File: src/rtl/alu_seq_pkg.sv
// Shared types for the ALU operand sequencer: FSM states, 2-bit opcodes and
// the button one-hot to opcode mapping.
package alu_seq_pkg;

    typedef enum logic [1:0] {
        S_OPA = 2'd0,
        S_OPB = 2'd1,
        S_OP  = 2'd2,
        S_RES = 2'd3
    } state_t;

    localparam logic [1:0] OP_ADD = 2'b00;
    localparam logic [1:0] OP_SUB = 2'b01;
    localparam logic [1:0] OP_AND = 2'b10;
    localparam logic [1:0] OP_OR  = 2'b11;

    function automatic logic is_onehot(input logic [3:0] code);
        return (code != 4'd0) && ((code & (code - 4'd1)) == 4'd0);
    endfunction

    // Only meaningful when is_onehot(code) holds.
    function automatic logic [1:0] onehot_to_op(input logic [3:0] code);
        case (code)
            4'b1000: return OP_ADD;
            4'b0100: return OP_SUB;
            4'b0010: return OP_AND;
            default: return OP_OR;
        endcase
    endfunction

endpackage

File: src/rtl/press_detect.sv
// Rising-edge detector for a synchronized button level; history resets high so
// a button held through reset release never produces a pulse.
module press_detect (
    input  logic clk,
    input  logic reset,
    input  logic level,
    output logic pulse
);

    logic level_q;

    always_ff @(posedge clk or posedge reset) begin
        if (reset) level_q <= 1'b1;
        else       level_q <= level;
    end

    assign pulse = level & ~level_q;

endmodule

File: src/rtl/alu_sequencer.sv
// Four-step operand/opcode/result sequencer driving an external combinational
// ALU. Define ALU_SEQ_ACCUM_EN to chain the result into operand A from S_RES.
module alu_sequencer
    import alu_seq_pkg::*;
#(
    parameter int WIDTH = 16
) (
    input  logic             clk,
    input  logic             reset,
    input  logic             enter,
    input  logic [WIDTH-1:0] data_in,
    input  logic [3:0]       op_onehot,
    input  logic             op_active,
    input  logic [WIDTH-1:0] alu_result,
    output logic [WIDTH-1:0] op_a,
    output logic [WIDTH-1:0] op_b,
    output logic [1:0]       alu_op,
    output logic [WIDTH-1:0] result,
    output logic [1:0]       state,
    output logic             result_valid
);

    state_t state_q, state_d;
    logic   press;
    logic   op_sel;
    logic   ld_a, ld_b, ld_op, ld_res, ld_acc, clr_sel;

    press_detect u_press (
        .clk   (clk),
        .reset (reset),
        .level (enter),
        .pulse (press)
    );

    always_comb begin
        state_d = state_q;
        ld_a    = 1'b0;
        ld_b    = 1'b0;
        ld_op   = 1'b0;
        ld_res  = 1'b0;
        ld_acc  = 1'b0;
        clr_sel = 1'b0;
        case (state_q)
            S_OPA: if (press) begin
                ld_a    = 1'b1;
                state_d = S_OPB;
            end
            S_OPB: if (press) begin
                ld_b    = 1'b1;
                state_d = S_OP;
            end
            S_OP: begin
                ld_op = op_active && is_onehot(op_onehot);
                // op_sel is the registered flag, so a same-cycle selection
                // does not qualify this press.
                if (press && op_sel) begin
                    ld_res  = 1'b1;
                    state_d = S_RES;
                end
            end
            S_RES: if (press) begin
                clr_sel = 1'b1;
`ifdef ALU_SEQ_ACCUM_EN
                ld_acc  = 1'b1;
                state_d = S_OPB;
`else
                state_d = S_OPA;
`endif
            end
            default: state_d = S_OPA;
        endcase
    end

    always_ff @(posedge clk or posedge reset) begin
        if (reset) begin
            state_q <= S_OPA;
            op_a    <= '0;
            op_b    <= '0;
            alu_op  <= OP_ADD;
            result  <= '0;
            op_sel  <= 1'b0;
        end else begin
            state_q <= state_d;
            if (ld_a)        op_a <= data_in;
            else if (ld_acc) op_a <= result;
            if (ld_b)   op_b   <= data_in;
            if (ld_op)  alu_op <= onehot_to_op(op_onehot);
            if (ld_res) result <= alu_result;
            if (clr_sel)    op_sel <= 1'b0;
            else if (ld_op) op_sel <= 1'b1;
        end
    end

    assign state        = state_q;
    assign result_valid = (state_q == S_RES);

endmodule

File: config.mk
export PLATFORM = sky130hd
export DESIGN_NAME = alu_sequencer
export DESIGN_NICKNAME = d
export VERILOG_FILES = /design/src/rtl/alu_seq_pkg.sv /design/src/rtl/press_detect.sv /design/src/rtl/alu_sequencer.sv
export SDC_FILE = /design/constraint.sdc
export NUM_CORES = 1
export LEC_CHECK = 0
export BUFFER_PORTS_ARGS = -buffer_cell sky130_fd_sc_hd__buf_4
export CAP_MARGIN = 40
export CELL_PAD_IN_SITES_DETAIL_PLACEMENT = 1
export CELL_PAD_IN_SITES_GLOBAL_PLACEMENT = 2
export CORE_ASPECT_RATIO = 0.75
export CORE_MARGIN = 2
export CORE_UTILIZATION = 31
export DETAILED_ROUTE_END_ITERATION = 7
export PLACE_DENSITY_LB_ADDON = 0.25
export RECOVER_POWER = 100
export SYNTH_ARGS = -nofsm -noshare
export SYNTH_HDL_FRONTEND = slang
export SYNTH_HIERARCHICAL = 1
export SYNTH_SLANG_ARGS = --single-unit
export TNS_END_PERCENT = 50
File: constraint.sdc
create_clock -name clk -period 2.5 [get_ports clk]
set_clock_uncertainty 0.2 [all_clocks]
set_input_delay 0.625 -clock clk [delete_from_list [all_inputs] [get_ports clk]]
set_output_delay 0.625 -clock clk [all_outputs]
set_load 0.1 [all_outputs]
# ---- Word-level counts from Yosys, hierarchy flattened
# Index checks and enable logic that the tools add are counted.
# W data, S select, Z words.
dict set report totals {
  regBits 54
  output_inout_bits 53
}
dict set report op_classes {
  n_eq_ne 10
  bitwise 3
  addsub 1
  reduce_logical 8
  mux 15
}
# cell n
set op_table {}
lappend op_table {{$mux W1} 9}
lappend op_table {{$mux W2} 4}
lappend op_table {{$pmux W2 S4} 1}
lappend op_table {{$ne A2 B2 Y1 const B} 3}
lappend op_table {{$pmux W2 S3} 1}
lappend op_table {{$and A4 B4 Y4} 1}
lappend op_table {{$eq A2 B2 Y1 const B} 2}
lappend op_table {{$eq A4 B2 Y1 const B} 1}
lappend op_table {{$eq A4 B3 Y1 const B} 1}
lappend op_table {{$eq A4 B4 Y1 const B} 1}
lappend op_table {{$logic_not A4 Y1} 1}
lappend op_table {{$reduce_and A4 Y1} 1}
lappend op_table {{$reduce_bool A4 Y1} 1}
lappend op_table {{$sub A4 B1 Y4 const B} 1}
lappend op_table {{$logic_and A1 B1 Y1} 3}
lappend op_table {{$eq A2 B1 Y1 const B} 1}
lappend op_table {{$logic_not A2 Y1} 1}
lappend op_table {{$ne A2 B1 Y1 const B} 1}
lappend op_table {{$reduce_bool A2 Y1} 1}
lappend op_table {{$and A1 B1 Y1} 1}
lappend op_table {{$not A1 Y1} 1}

# ---- Longest topological paths before layout
dict set report depth {
  word_depth 8
  mapped_depth 6
}

# ---- Cells and area by module
# The synthesis kept the hierarchy.
# mod area_each_um2 cells_per_inst instances
set modules_own_cells {}
lappend modules_own_cells {alu_sequencer 2265.9 150 1}
lappend modules_own_cells {press_detect 43.8 3 1}

# ---- Worst setup path after synthesis
# No wires, ideal clock.
dict set report synth_path {
  path_kind {register to register}
  start {register state_q[1] (netlist: state[1])}
  end {register state_q[1] (netlist: state[1])}
  slack_ns -0.406
  setup_ns 0.126
  arrival_ns 2.580
  path_stages_with_launch 5
  cell_sequence {dfrtp_1 ha_1 nor3_1 o21ai_0 mux2_2}
}
dict set report synth_between {
  elab_chain_cells 3
}
# item line_no
set synth_rtl {}
lappend synth_rtl {{start: declaration} alu_sequencer.sv:23} ;# state_t state_q, state_d;
lappend synth_rtl {{start signal: assignment} alu_sequencer.sv:83} ;# state_q <= state_d;
lappend synth_rtl {{$eq A2 B2 Y1 (*)} --}
lappend synth_rtl {{net result_valid} alu_sequencer.sv:20} ;# output logic result_valid
lappend synth_rtl {{$ne A2 B1 Y1 (no source line)} --}
lappend synth_rtl {{$reduce_and A4 Y1 (no source line)} --}
# Mark *: on every way through the listed nets, which the timed path passes. The rest lies on a longest branch.
# A chain may end at the register's enable or synchronous reset.

# ---- Worst setup path after layout
dict set report layout_path {
  start {register state_q[0] (netlist: state[0])}
  end {output result_valid}
}
dict set report layout_between {
  elab_chain_cells 1
}
# item line_no
set layout_rtl {}
lappend layout_rtl {{$eq A2 B2 Y1} alu_sequencer.sv:95} ;# assign result_valid = (state_q == S_RES);
lappend layout_rtl {{end: declaration} alu_sequencer.sv:20}
# Every way passes these cells.

==> results.toml <==
[floorplanning]
ios = 93
die_h_um = 78.8
die_width_um = 104
start_util_pct = 31.7
rows = 27
core_sq_mm = 0.00730
die_area_sq_mm = 0.00816

[cells_and_area]
utilization_pct = 41.3
nNetsFinal = 291
synthToLayoutAreaGrowth_pct = 30.6
drive_gt1_share_pct = 58.7
diodes = 0

[route]
route.detailed.drc = 0
drt_first_pass_iters = 3
totalWireLength_um = 5180
vias = 1574
via_per_inst = 4.52
drt_iter0_drc = 38
routedWlPerCell_um = 14.9
postRouteAntennaNets = 0

[sta]
fin_crit_ns = 2.10
timing.final.crit_share_pct = 84.1
max_freq_mhz = 476
hold_viol = 0
drv_slew = 0
final-setup-viol-count = 0
tightest_slew_ns = 0.810
slew-limit-headroom_pct = 46.0
setup_tns_ns = 0
rsz0062_at_grt = "no"

[setup_path]
cp-start-kind = "register"
cp_max_fo = 5
crit_type = "register to output pin"
cp-end-kind = "output pin"
critPathArrivalTime_ns = 1.28
worst_ep_required_time_ns = 1.67

[grt]
met2_usage_pct = 19.6
busiest_layer = "met2"
grt-ovfl-total = 0
grt_pass1_vias = 1612
track_usage_pct = 13.1
grt_use_met3_pct = 5.01
antenna_found_initial = 0
grt_pass1_wl_um = 8390
grt_max_degree = 24
use_met1_pct = 18.0

[synthesis]
synth_most_common_cell = "dfrtp_1"
synth_nets = 198
syn_area_per_cell_sq_um = 15.1
synth.top_cell.area_share_pct = 57.4
syn_inst = 153
ys_seq_elements = 54
ys_top_cells_by_area = "dfrtp_1, mux2_2, mux2_4, ha_1, buf_6"
synth_cell_types = 29
ys_seq_area_share_pct = 58.6
synth_simple_gate_area_share_pct = 3.30
ys.flop_type = "dfrtp_1"
synthMuxAreaShare_pct = 25.9
syn-cell-area_sq_mm = 0.00231
synth_top_area_cell = "dfrtp_1"
synthAdderAreaFrac_pct = 2.71
async_reset_ff_share_pct = 100
synth-compound-area-share_pct = 5.53
synth_xor_area_share_pct = 0.379
synthTopCellsByCount = "dfrtp_1, mux2_2, mux2_4"
synth_edf_count = 0
synth_top_family_by_area = "multiplexers"
yosysWarnings = 6

[clock_network]
cts-root-buf = "clkbuf_8"
cts.sinks = 54
cts_made_buffers = 5
cts_resized = 0
post_cts_buffers = 0
postCtsHoldBufs = 0
htree_levels = 2
clkLatencyLatePin_ns = 0.30
cts_tree = "done"
clkTransAtPathRegs_ns = 0.10
cts_buffer_depth = 2

[flow_run]
cap_violations = 0

[placed_design]
numPortBuffers = 92
hpwl_um = 3900
gp_congestion = 0.708

[worst_hold_path]
min_path_type = "primary input to async pin"

[run_status]
status = "completed"
==> flip-flops by register name, indices dropped and copies added (netlist names) <==
name             flops
state                2
op_b                16
u_press/level_q      1
result              16
op_a                16
op_sel               1
alu_op               2
==> worst max-delay path, stage by stage (launching register included) <==
cell and delay (ns):
dfrtp_1 0.44, ha_2 0.24, buf_4 0.29
==> layout by cell type, fill, tap and decap left out, drive strengths merged <==
cell type   n
a21bo       1
a21oi       3
a221oi      3
a31oi       3
and3b       1
buf        39
clkbuf     60
clkinv      1
dfrtp      53
dfstp       1
ha          5
inv         8
mux2       49
mux2i       1
nand2       5
nand3       1
nor2        2
nor2b       1
nor3        1
o211ai      1
o21ai       2
o21bai      1
o31ai       2
o41ai       2
xor2        1
==> final cells by class <==
cell class / count / area [sq um]
Clock buffer: 5 / 68.8
Clock inverter: 3 / 28.8
Fill cell: 820 / 4280
Inverter: 6 / 22.5
Multi-Input combinational cell: 85 / 835
Sequential cell: 54 / 1350
Tap cell: 101 / 126
Timing Repair Buffer: 94 / 581
==> final timing paths <==
kind | start | end | slack (ns) | cells past startpoint
min in group clk | enter | u_press/level_q$_DFF_PP1_ | 0.23 | 1
worst min-delay path | reset | u_press/level_q$_DFF_PP1_ | 0.09 | 2
max in group asynchronous | reset | op_a[4]$_DFFE_PP0P_ | 0.70 | 3
worst min register to register | result[8]$_DFFE_PP0P_ | result[8]$_DFFE_PP0P_ | 0.31 | 1
worst max-delay path | state[0]$_DFFE_PP0P_ | result_valid | 0.40 | 2
worst max register to register | state[0]$_DFFE_PP0P_ | op_a[8]$_DFFE_PP0P_ | 0.44 | 4
==> metal layers <==
layer	part of all wire (%)	wire, um
met5	0	0
met4	0.48	25
met2	43	2240
met3	7.3	380
met1	49	2540
==> cell families (layout without fill, tap and decap cells) <==
group                    after synthesis  in the layout
AO/OA/AOI/OAI                         18             18
XOR/XNOR                               1              1
adder cells (fa/ha/maj)                5              5
buffers and inverters                 14            108
flip-flops                            54             54
multiplexers                          50             50
AND/OR/NAND/NOR                       11             11
==> stage by stage <==
step / cells / setup slack, ns / area, sq um / hold slack (ns)
floorplan: 153 / 0.202 / 2310 / 0.315
global placement: 340 / 0.488 / 3100 / 0.289
detailed placement: 340 / 0.453 / 3100 / 0.295
CTS: 348 / 0.406 / 3200 / 0.102
global route: 348 / 0.283 / 3020 / 0.0903
finish: 348 / 0.398 / 3020 / 0.0891
Power is not shown: default switching activity piles up to over one toggle a cycle in this logic, so the estimate is an artifact.
